## src/rtl/serial_addsub_if.sv

```systemverilog
// ---------------------------------------------------------------------------
// serial_addsub_if
// Request/response bundle for the multi-cycle add/subtract unit.
//   start, op, A, B      : request from the client (master -> slave)
//   ready, done          : handshake status from the unit
//   Result, cOut, V, Z, N: result and condition flags, valid when done pulses
// WIDTH must match the WIDTH of the serial_addsub instance it is bound to.
// ---------------------------------------------------------------------------
interface serial_addsub_if #(
    parameter int WIDTH = 32
);
    logic             start;
    logic             op;
    logic [WIDTH-1:0] A;
    logic [WIDTH-1:0] B;
    logic             ready;
    logic             done;
    logic [WIDTH-1:0] Result;
    logic             cOut;
    logic             V;
    logic             Z;
    logic             N;

    modport master (
        output start, op, A, B,
        input  ready, done, Result, cOut, V, Z, N
    );

    modport slave (
        input  start, op, A, B,
        output ready, done, Result, cOut, V, Z, N
    );
endinterface

```

## src/rtl/serial_addsub.sv

```systemverilog
// ---------------------------------------------------------------------------
// serial_addsub
// Multi-cycle add/subtract: CHUNK bits per cycle through one narrow adder
// slice with a registered carry, WIDTH/CHUNK cycles per operation.
//   clock : rising-edge clock
//   clear : synchronous active-low reset
//   bus   : serial_addsub_if.slave
//           start/op/A/B in (sampled only while ready=1),
//           ready (IDLE only), done (one-cycle pulse),
//           Result/cOut/V/Z/N out, updated only on the completing edge.
// Subtraction is A + ~B + 1, so cOut=1 means "no borrow" (A >= B unsigned).
// ---------------------------------------------------------------------------
module serial_addsub #(
    parameter int WIDTH = 32,
    parameter int CHUNK = 8
) (
    input  logic           clock,
    input  logic           clear,
    serial_addsub_if.slave bus
);
    localparam int NCH  = WIDTH / CHUNK;
    localparam int IDXW = (NCH > 1) ? $clog2(NCH) : 1;
    localparam logic [IDXW-1:0] LAST_IDX = IDXW'(NCH - 1);

    if (CHUNK < 1 || (WIDTH % CHUNK) != 0) begin : gBadParams
        $error("serial_addsub: WIDTH must be a positive multiple of CHUNK");
    end

    typedef enum logic [1:0] {
        IDLE = 2'd0,
        RUN  = 2'd1,
        DONE = 2'd2
    } stateT;

    stateT            state;
    stateT            stateNext;

    logic [WIDTH-1:0] opA;
    logic [WIDTH-1:0] opB;       // already inverted for subtraction
    logic [WIDTH-1:0] work;
    logic             carry;
    logic [IDXW-1:0]  idx;

    logic [WIDTH-1:0] resultR;
    logic             cOutR;
    logic             vR;
    logic             zR;
    logic             nR;

    // Adder slice for the chunk selected by idx.
    logic [31:0]      base;
    logic [CHUNK-1:0] aChunk;
    logic [CHUNK-1:0] bChunk;
    logic [CHUNK-1:0] sumChunk;
    logic             chunkCarry;
    logic             carryIntoMsb;
    logic [WIDTH-1:0] workNext;
    logic             lastChunk;

    assign base      = 32'(idx) * 32'(CHUNK);
    assign lastChunk = (idx == LAST_IDX);

    // NOTE: every variable written in an always_comb gets a default first,
    // so no path leaves it unassigned and no latch is inferred.
    always_comb begin
        aChunk   = opA[base +: CHUNK];
        bChunk   = opB[base +: CHUNK];
        {chunkCarry, sumChunk} = {1'b0, aChunk} + {1'b0, bChunk} + (CHUNK + 1)'(carry);
        // On the top chunk, the carry into bit WIDTH-1 is recovered from the
        // sum bit and the two operand bits; V is that XOR the final carry.
        carryIntoMsb = aChunk[CHUNK-1] ^ bChunk[CHUNK-1] ^ sumChunk[CHUNK-1];
        workNext = work;
        workNext[base +: CHUNK] = sumChunk;
    end

    // NOTE: sequential state uses non-blocking assignments so every register
    // samples pre-edge values regardless of statement order.
    always_ff @(posedge clock) begin
        if (!clear) begin
            state <= IDLE;
        end else begin
            state <= stateNext;
        end
    end

    always_comb begin
        stateNext = state;
        unique case (state)
            IDLE:    if (bus.start) stateNext = RUN;
            RUN:     if (lastChunk) stateNext = DONE;
            DONE:    stateNext = IDLE;
            default: stateNext = IDLE;
        endcase
    end

    always_ff @(posedge clock) begin
        if (!clear) begin
            opA     <= '0;
            opB     <= '0;
            work    <= '0;
            carry   <= 1'b0;
            idx     <= '0;
            resultR <= '0;
            cOutR   <= 1'b0;
            vR      <= 1'b0;
            zR      <= 1'b1;
            nR      <= 1'b0;
        end else begin
            unique case (state)
                IDLE: begin
                    if (bus.start) begin
                        opA   <= bus.A;
                        opB   <= bus.op ? ~bus.B : bus.B;
                        carry <= bus.op;   // the +1 of two's-complement negate
                        idx   <= '0;
                    end
                end
                RUN: begin
                    work  <= workNext;
                    carry <= chunkCarry;
                    idx   <= lastChunk ? '0 : idx + 1'b1;
                    if (lastChunk) begin
                        resultR <= workNext;
                        cOutR   <= chunkCarry;
                        vR      <= carryIntoMsb ^ chunkCarry;
                        zR      <= (workNext == '0);
                        nR      <= workNext[WIDTH-1];
                    end
                end
                default: ;
            endcase
        end
    end

    assign bus.ready  = (state == IDLE);
    assign bus.done   = (state == DONE);
    assign bus.Result = resultR;
    assign bus.cOut   = cOutR;
    assign bus.V      = vR;
    assign bus.Z      = zR;
    assign bus.N      = nR;
endmodule

```

## src/flat_wrapper.sv

```systemverilog
// flat-port wrapper written by rule: the top's interface ports become plain ports
module serial_addsub_flat 
#(
    parameter int WIDTH = 32,
    parameter int CHUNK = 8
)
  (clock, clear, bus_start, bus_op, bus_A, bus_B, bus_ready, bus_done, bus_Result, bus_cOut, bus_V, bus_Z, bus_N);
  serial_addsub_if #(.WIDTH(WIDTH)) bus_i ();
  input  logic clock;
  input  logic clear;
  input wire logic [$bits(bus_i.start)-1:0] bus_start;
  input wire logic [$bits(bus_i.op)-1:0] bus_op;
  input wire logic [$bits(bus_i.A)-1:0] bus_A;
  input wire logic [$bits(bus_i.B)-1:0] bus_B;
  output wire logic [$bits(bus_i.ready)-1:0] bus_ready;
  output wire logic [$bits(bus_i.done)-1:0] bus_done;
  output wire logic [$bits(bus_i.Result)-1:0] bus_Result;
  output wire logic [$bits(bus_i.cOut)-1:0] bus_cOut;
  output wire logic [$bits(bus_i.V)-1:0] bus_V;
  output wire logic [$bits(bus_i.Z)-1:0] bus_Z;
  output wire logic [$bits(bus_i.N)-1:0] bus_N;
  assign bus_i.start = bus_start;
  assign bus_i.op = bus_op;
  assign bus_i.A = bus_A;
  assign bus_i.B = bus_B;
  assign bus_ready = bus_i.ready;
  assign bus_done = bus_i.done;
  assign bus_Result = bus_i.Result;
  assign bus_cOut = bus_i.cOut;
  assign bus_V = bus_i.V;
  assign bus_Z = bus_i.Z;
  assign bus_N = bus_i.N;
  serial_addsub #(.WIDTH(WIDTH), .CHUNK(CHUNK)) u_core (.clock(clock), .clear(clear), .bus(bus_i));
endmodule
```

## config.mk

```make
export PLATFORM = sky130hd
export DESIGN_NAME = serial_addsub_flat
export DESIGN_NICKNAME = d
export VERILOG_FILES = /design/src/rtl/serial_addsub_if.sv /design/src/rtl/serial_addsub.sv /design/src/flat_wrapper.sv
export SDC_FILE = /design/constraint.sdc
export NUM_CORES = 1
export LEC_CHECK = 0
export CORE_MARGIN = 5
export CORE_UTILIZATION = 40
export DETAILED_ROUTE_END_ITERATION = 8
export GPL_ROUTABILITY_DRIVEN = 0
export GPL_TIMING_DRIVEN = 0
export PLACE_DENSITY_LB_ADDON = 0.05
export RECOVER_POWER = 100
export SYNTH_ARGS = -nofsm -noshare
export SYNTH_HDL_FRONTEND = slang
export SYNTH_SLANG_ARGS = --single-unit
```

## constraint.sdc

```tcl
create_clock -name clock -period 5.8 [get_ports clock]
set_input_delay 0.58 -clock clock [delete_from_list [all_inputs] [get_ports clock]]
set_output_delay 0.58 -clock clock [all_outputs]
set_load 0.01 [all_outputs]
```

Word-level counts from Yosys, hierarchy flattened
Index checks and enable logic that the tools add are counted.
{"block": "op_classes", "div_mod_pow": 0, "mul": 0, "eq_ne": 5, "reduce_logical": 7, "n_bitwise": 4, "muxes": 10, "n_addsub": 4, "n_shift": 4, "order_cmp": 0}
{"operator": "32-bit by 6-bit indexed part select with 8-bit output", "n": 2}
{"operator": "5-bit negation with 34-bit output", "n": 1}
{"operator": "8-bit by 34-bit variable shift with 32-bit output (first input constant)", "n": 1}
{"operator": "8-bit by 34-bit indexed part select with 32-bit output", "n": 1}
{"operator": "32-bit bitwise mux", "n": 1}
{"operator": "32-bit zero test", "n": 1}
{"operator": "32-bit 2-to-1 mux", "n": 1}
{"operator": "32-bit NOT", "n": 1}
{"operator": "8-bit by 8-bit adder with 9-bit output", "n": 1}
{"operator": "9-bit by 1-bit adder with 9-bit output", "n": 1}
{"operator": "2-bit 2-to-1 mux", "n": 4}
{"operator": "2-bit one-hot mux with 2 select lines", "n": 2}
{"operator": "2-bit AND reduction", "n": 4}
{"operator": "2-bit == test (second input constant)", "n": 2}
{"operator": "1-bit XOR", "n": 3}
{"operator": "2-bit by 1-bit adder with 2-bit output (second input constant)", "n": 1}
{"operator": "2-bit by 1-bit == test with 1-bit output (second input constant)", "n": 1}
{"operator": "2-bit zero test", "n": 1}
{"operator": "2-bit by 1-bit != test with 1-bit output (second input constant)", "n": 1}
{"operator": "2-bit != test (second input constant)", "n": 1}
{"operator": "1-bit one-hot mux with 2 select lines", "n": 1}
{"operator": "2-bit nonzero test", "n": 1}
{"operator": "1-bit 2-to-1 mux", "n": 1}
{"block": "totals", "wordCells": 45, "n_memories": 0, "mem_bits_ro": 0, "latchBits": 0, "ram_bits": 0, "register_bits": 137}

Logic depth before layout (Yosys ltp)
{"block": "logic_depth", "depth_word": 6, "depth_mapped": 11, "ltp_nobuf": 9}

Worst setup path before layout
No wires, ideal clock.
{"block": "synth_timing", "kind": "register to register", "from": "register u_core.idx[0]", "to": "register u_core.zR, in the netlist u_core.bus.Z", "setup_time_ns": 0.084, "path_stages_with_launch": 11, "synth_period_minus_slack_ns": 3.689, "path_buffers": 1, "slack_ns": 2.111, "arrival_ns": 3.605, "required_ns": 5.716, "path_cell_list": "dfxtp_1 -> buf_2 -> mux4_2 -> fa_1 -> fa_1 -> a211oi_2 -> o21ba_1 -> a2bb2oi_1 -> nand4b_1 -> or4b_1 -> o31ai_2"}
{"block": "synth_between", "elab_chain_len": 6, "word_cells_on_any_way": 11}
{"item": "from (decl)", "line_no": "serial_addsub.sv:42", "text": "logic [IDXW-1:0] idx;"}
{"item": "from (signal assigned)", "line_no": "serial_addsub.sv:121", "text": "idx <= lastChunk ? '0 : idx + 1'b1;"}
{"item": "32-bit by 6-bit indexed part select with 8-bit output, on equally long branches", "line_no": "serial_addsub.sv:66, serial_addsub.sv:67"}
{"item": "8-bit by 8-bit adder with 9-bit output", "line_no": "serial_addsub.sv:68", "text": "{chunkCarry, sumChunk} = {1'b0, aChunk} + {1'b0, bChunk} + (CHUNK + 1)'(carry);"}
{"item": "9-bit by 1-bit adder with 9-bit output", "line_no": "serial_addsub.sv:68"}
{"item": "8-bit by 34-bit indexed part select with 32-bit output", "line_no": "serial_addsub.sv:73", "text": "workNext[base +: CHUNK] = sumChunk;"}
{"item": "32-bit bitwise mux", "line_no": "serial_addsub.sv:73"}
{"item": "32-bit zero test", "line_no": "serial_addsub.sv:126", "text": "zR <= (workNext == '0);"}
{"item": "to (signal assigned)", "line_no": "serial_addsub.sv:126"}
{"item": "to (decl)", "line_no": "serial_addsub.sv:47", "text": "logic zR;"}
Several ways; a longest one is shown, not always the timed one.
A chain may end at the register's enable or synchronous reset.

Worst setup path in the final report
Ends and elaborated chain as after synthesis.

==> flow_summary_export.csv <==
group,metric,value,unit
floorplanning,die_area,18020,um^2
logic_synthesis,postSynthCellCount,700,
sta,fmax,203.3,MHz
clock_network,cts_resized,0,
clock_network,tritoncts,"done",
global_route,antenna_found_initial,0,
global_route,grt_max_degree,17,
clock_network,clockBufferDepth,2,
sta,grt_setup_unrepaired,"false",
critical_path,critPathKind,"register to register",
clock_network,clkSinkCount,136,
worst_hold_path,worst_hold_path.num_cells,2,
floorplanning,io_pins,106,
global_route,grt_pass1_vias,5643,
sta,period_share,84.79,%
logic_synthesis,synth_ff_type,"dfxtp_1",
cells_and_area,fin_nets,906,
power_and_ir_drop,ir_worst_vdd,227.9,uV
clock_network,htree_levels,4,
critical_path,critPathArrivalTime,5260,ps
run_status,status,"completed",
floorplanning,core-area,15150,um^2
floorplanning,initial_core_util,40.76,%
placed_design,dp_cells,992,
logic_synthesis,syn-num-nets,783,
power_and_ir_drop,combPwrFrac,14.9,%
drt,post_drt_wl_per_cell,18.37,um
sta,slew_headroom,32.39,%
cells_and_area,n_fill_cell,1466,
logic_synthesis,ys_seq_area_share,44.10,%
drt,drt_iter0_drc,419,
critical_path,crit_path_end_kind,"register",
cells_and_area,antenna_cells,0,
critical_path,cp_max_fo,10,
sta,final.setup.tns,0,ps
floorplanning,die_y,134.2,um
logic_synthesis,synth_cell_types,54,
clock_network,cts_made_buffers,17,
global_route,gr-total-overflow,0,
logic_synthesis,synth_enable_flop_cells,0,
power_and_ir_drop,p_sw_share,25.09,%
logic_synthesis,async_reset_ff_share,0,%
cells_and_area,drive_gt1_share,6.340,%
global_route,grt_pass1_wl,29720,um
power_and_ir_drop,seq_power_share,38.9,%
drt,wirelength,18810,um
power_and_ir_drop,p_per_area,319.9,nW/um^2
placed_design,io_buffers,104,
worst_hold_path,hold_class,"register to register",
logic_synthesis,yosysWarnings,0,
cells_and_area,instances_no_fill,1024,
sta,slew_viol_final,0,
logic_synthesis,synth_area_per_cell,8.819,um^2
clock_network,cts_hold_repair.buffers,0,
sta,finalCriticalPeriod,4918,ps
critical_path,crit_required,6140,ps
clock_network,cts.clk_slew.worst_paths,60,ps
sta,hold_violations,0,
sta,finalClockSkew,6.198,ps
logic_synthesis,syn-cell-area,6173,um^2
run,max_cap_violations,0,
sta,worst-slew-pin-transition,1007,ps
floorplanning,die_w,134.2,um
clock_network,insertion_delay,420,ps
drt,drt_pass1_iterations,5,
sta,setup_violations,0,
power_and_ir_drop,p_leak,0.002997,uW
power_and_ir_drop,p_int,1942,uW
clock_network,root_buffer,"clkbuf_16",
clock_network,post_cts_buffers,0,
drt,drtAntennaViolNets,0,
critical_path,r2r_cells,10,
placed_design,place_hpwl,14060,um
critical_path,crit_path_start_kind,"register",
drt,vias,5673,
cells_and_area,syn_to_final_growth,31.29,%
floorplanning,rows,45,
logic_synthesis,ys_ff_latch,136,
power_and_ir_drop,p_switching,650.7,uW
drt,via_per_inst,5.540,
drt,drc,0,
power_and_ir_drop,pwr-share-clk,46.1,%
global_route,grtUsageTotal,21.13,%
[Yosys cell counts (all sizes together), types with 7 or more instances]
library cell | count | share of area, %
dfxtp | 136 | 44
nor2 | 120 | 7.3
nand2 | 78 | 4.7
a211oi | 60 | 7.4
a21oi | 48 | 3.9
clkbuf | 48 | 2.9
xnor2 | 35 | 5.0
a22oi | 23 | 2.8
nor3 | 18 | 1.5
mux4 | 16 | 5.8
o21ai | 15 | 1.2
a221oi | 13 | 1.9
ha | 13 | 2.6
inv | 13 | 0.79
buf | 7 | 0.57
[power groups by stage]
| stage | Combinational [uW] | Sequential (uW) | Clock (uW) |
|---|---|---|---|
| 2_1_floorplan | 245 | 1020 | 0 |
| 3_3_place_gp | 382 | 1030 | 0 |
| 3_5_place_dp | 387 | 1030 | 0 |
| 4_1_cts | 388 | 1010 | 1210 |
| 5_1_grt | 421 | 1010 | 1260 |
| 6_report | 387 | 1010 | 1200 |
[final timing paths]
check                               startpoint             end  slack [ps]
worst min-delay path            u_core.opA[19]  u_core.opA[19]         450
worst min register to register  u_core.opA[19]  u_core.opA[19]         450
worst max-delay path             u_core.idx[0]    u_core.bus.Z         880
worst max register to register   u_core.idx[0]    u_core.bus.Z         880
[per-stage QoR]
| stage | hold slack [ps] | utilization (%) | total power (uW) | instance area (um^2) | worst slack [ps] |
|---|---|---|---|---|---|
| finish | 452.0 | 53.52 | 2593 | 8105 | 882.1 |
| global route | 474.2 | 53.52 | 2696 | 8105 | 671.0 |
| CTS | 453.8 | 53.56 | 2612 | 8112 | 1152 |
| detailed placement | 446.1 | 49.19 | 1417 | 7450 | 1169 |
| global placement | 442.1 | 49.19 | 1410 | 7450 | 1240 |
| floorplan | 433.1 | - | 1265 | 6173 | 2111 |
[state kept, by name, indices dropped and copies added, names as in the netlist]
| signal | count |
|---|---|
| u_core.bus.N | 1 |
| u_core.bus.Result | 31 |
| u_core.bus.V | 1 |
| u_core.bus.Z | 1 |
| u_core.bus.cOut | 1 |
| u_core.carry | 1 |
| u_core.idx | 2 |
| u_core.opA | 32 |
| u_core.opB | 32 |
| u_core.state | 2 |
| u_core.work | 32 |
[critical path, stage by stage, from the launching register on]
cell and delay [ps]:
dfxtp_1 450, clkbuf_1 660, mux4_2 640, fa_1 450
fa_1 420, a211oi_1 480, o21ba_1 270, a2bb2oi_1 420
nand4b_1 170, or4b_1 590, o31ai_2 270
[cell families after synthesis]
| kind of cell | count (synthesis) | synth area share [%] |
|---|---|---|
| buf+inv | 68 | 4.276 |
| compound gates | 181 | 20.21 |
| simple gates | 248 | 17.19 |
| xor+xnor | 36 | 5.107 |
| fa+ha+maj | 15 | 3.283 |
| flops | 136 | 44.10 |
| mux | 16 | 5.837 |
[area by class of cell]
| cell class | count | area, um^2 | share of cell area (%) |
|---|---|---|---|
| clock inverter | 6 | 132.6 | 1.636 |
| timing repair buffer | 104 | 1041 | 12.84 |
| multi-input combinational | 496 | 3182 | 39.26 |
| inverter | 13 | 48.80 | 0.6020 |
| clock buffer | 26 | 529.3 | 6.530 |
| buffer | 55 | 214.0 | 2.640 |
| tap | 188 | 235.2 | 2.902 |
| sequential | 136 | 2723 | 33.59 |
[cells in the final DEF (no fill, tap or decap), drive strengths merged, types with 2 or more instances in the layout]
| master | instances |
|---|---|
| nor3b | 2 |
| clkbuf | 76 |
| nor2 | 120 |
| buf | 5 |
| fa | 2 |
| a21oi | 48 |
| o2bb2ai | 2 |
| nor3 | 18 |
| a22oi | 23 |
| o21ai | 15 |
| o22ai | 2 |
| nand2 | 78 |
| or4 | 2 |
| ha | 13 |
| o21bai | 4 |
| or2 | 2 |
| and2 | 2 |
| inv | 13 |
| dlygate4sd3 | 40 |
| nor2b | 5 |
| dfxtp | 136 |
| a221oi | 13 |
| xnor2 | 35 |
| nor4 | 3 |
| a211oi | 60 |
| bufinv | 4 |
| a32oi | 2 |
| o32ai | 2 |
| nand3 | 5 |
| mux4 | 16 |
| clkdlybuf4s50 | 64 |
| and3 | 4 |
[per-layer routing]
| layer | vias up | global-route usage, % | share of wire (%) |
|---|---|---|---|
| li1 | 2732 | - | - |
| met5 | - | 0 | 0 |
| met2 | 182 | 36.62 | 51 |
| met4 | 0 | 8.201 | 2.1 |
| met3 | 37 | 4.314 | 5.1 |
| met1 | 2722 | 25.79 | 42 |
(Power assumes the default switching activity.)
==> RTL change: new RTL, config.mk and constraints unchanged <==
`WIDTH` is set to 32 in 3 places; all go to 64.
--- a/src/rtl/serial_addsub_if.sv
+++ b/src/rtl/serial_addsub_if.sv
@@ -8,5 +8,5 @@
 // ---------------------------------------------------------------------------
 interface serial_addsub_if #(
-    parameter int WIDTH = 32
+    parameter int WIDTH = 64
 );
     logic             start;
--- a/src/rtl/serial_addsub.sv
+++ b/src/rtl/serial_addsub.sv
@@ -12,5 +12,5 @@
 // ---------------------------------------------------------------------------
 module serial_addsub #(
-    parameter int WIDTH = 32,
+    parameter int WIDTH = 64,
     parameter int CHUNK = 8
 ) (
--- a/src/flat_wrapper.sv
+++ b/src/flat_wrapper.sv
@@ -2,5 +2,5 @@
 module serial_addsub_flat 
 #(
-    parameter int WIDTH = 32,
+    parameter int WIDTH = 64,
     parameter int CHUNK = 8
 )
Ports: changed (resized bus_A, bus_B and bus_Result); port bits go from 106 to 202. No check against the original RTL was run, so the function may have changed too.
==> RTL change against the original RTL <==
  * Global-route usage up 2.9 points
  * Power up 81%
  * Sequential power up 93%
  * Worst setup slack worse by 570 ps
  * Routed wire length up 120%
  * Clock skew up 9.2 ps
  * Critical path depth up 5
  * Synthesized cell count up 110%
  * Area after synthesis up 96%
  * Design area up 93%
  * Sequential cell count up 129
==> RTL change: results (changes against the original RTL) <==
drt:
  vias_per_cell: 5.36  # -3.3%
  met2_wirelength_microns: 20600  # +120%
  wl_per_cell_microns: 20.0  # +8.8%
  first_pass_iters: 6  # +1
  drt-initial-drc-count: 796  # +90%
  dr_wl_met3_microns: 2400  # +150%
  wl_met1_microns: 17400  # +120%
logic_synthesis:
  synth.area.top_cells: "dfxtp_1 (44%), nand2_1 (9.6%), a211oi_1 (6.5%), nor2_1 (6.4%), mux4_2 (6.0%)"
  synth_mux_area_frac: 0.0778  # +0.0194
  synth_fp_nets: 1603  # +100%
  ys_seq_area_frac: 0.438  # -0.00260
  synth_xor_area_frac: 0.0521  # +0.00104
  yosys.cell_types.count: 60  # +11%
  synthTopCellsByCount: "nand2_1 (310), dfxtp_1 (265), nor2_1 (205), a21oi_1 (138), a211oi_1 (105)"
  ys_warn_count: 0  # unchanged
  synth_seq_cells: 265  # +95%
place:
  pre_cts_slack_ps: 57.7  # -1110 ps
  dp.cells: 2048  # +110%
  dp_hpwl_microns: 31700  # +130%
  postPlaceCellArea_sq_mm: 0.0146  # +96%
  place.port_buffers: 200  # +92%
clock_network:
  htree_levels: 1  # -3
  clkLatencyLatePin_ps: 560  # +140 ps
  clock_path_buffers: 3  # +1
layout:
  nClkBuffers: 41  # +58%
  nMultiInputCombCells: 1061  # +110%
  reg_top3: "u_core.opA (64), u_core.opB (64), u_core.work (64)"
  n_all_inverters: 9  # -4
  layout-drive-gt1-share: 0.0613  # -0.00214
  fillers: 2962  # +100%
  nets: 1835  # +100%
  fin_util: 0.527  # -0.00772
  bufAreaShareNonClock: 0.159  # +0.00379
  multi_input_area_share: 0.400  # +0.00794
  final_cells: 2104  # +110%
  buffers_excl_clock: 323  # +100%
  design_area_sq_mm: 0.0157  # +93%
  clock_cell_area_share: 0.0691  # -0.0125
critical_path:
  cp_slowest_cell: "xor2_1"
  rr_worst_depth: 15  # +5
  worst-endpoint-arrival_ps: 5940  # +680 ps
  r2r_setup_slack_ps: 310  # -570 ps
  cp_slowest_stage_delay_ps: 720  # +60 ps
hold_path:
  hold_end: "u_core.bus.Result[25]"
  min_from: "u_core.bus.Result[25]"
power_and_ir_drop:
  power_density_mw_per_mm2: 299  # -6.5%
  peakVddDrop_uv: 209  # -8.3%
  clkPwrFrac: 0.435  # -0.026
  p_leak_nw: 5.66  # +89%
  p_sw_mw: 1.25  # +92%
global_route:
  grt_start_max_net_pins: 15  # -2
  use_met1: 0.305  # +0.0476
  grt_pass1_vias: 11000  # +95%
  met3_usage: 0.0334  # -0.00970
  met2_usage: 0.421  # +0.0545
  grt_usage: 0.240  # +0.0289
timing:
  whs_ps: 449  # -3.13 ps
  skew_ps: 15.4  # +9.19 ps
status:
  outcome: "finished, final reports clean"
## RTL change: cell count changes in the layout (fill, tap and decap cells not counted), moves of 45 or more
| cell | before | now |
|---|---|---|
| a211oi_1 | 60 | 105 |
| clkdlybuf4s50_1 | 64 | 130 |
| dfxtp_1 | 136 | 265 |
| clkbuf_1 | 52 | 108 |
| a21oi_1 | 48 | 138 |
| nand2_1 | 78 | 310 |
| nor2_1 | 120 | 205 |
## RTL change: cell families after synthesis
family                   count (synthesis)
XOR/XNOR                                72
multiplexers                            54
AO/OA/AOI/OAI                          327
AND/OR/NAND/NOR                        595
buffers and inverters                  132
flip-flops                             265
adder cells (fa/ha/maj)                 13
## RTL change: what timing repair did
action | CTS | global route
gates resized for setup | 1 | 1
hold endpoints to repair | 0 | 0
setup buffers | 0 | 0
endpoints found under the setup margin | 1 | 1
pin swaps | 0 | 0
## RTL change: tightest hold or removal path, stage by stage (launching register included)
cell,delay (ps)
dfxtp_1,310
nand2_1,50
a21oi_1,50
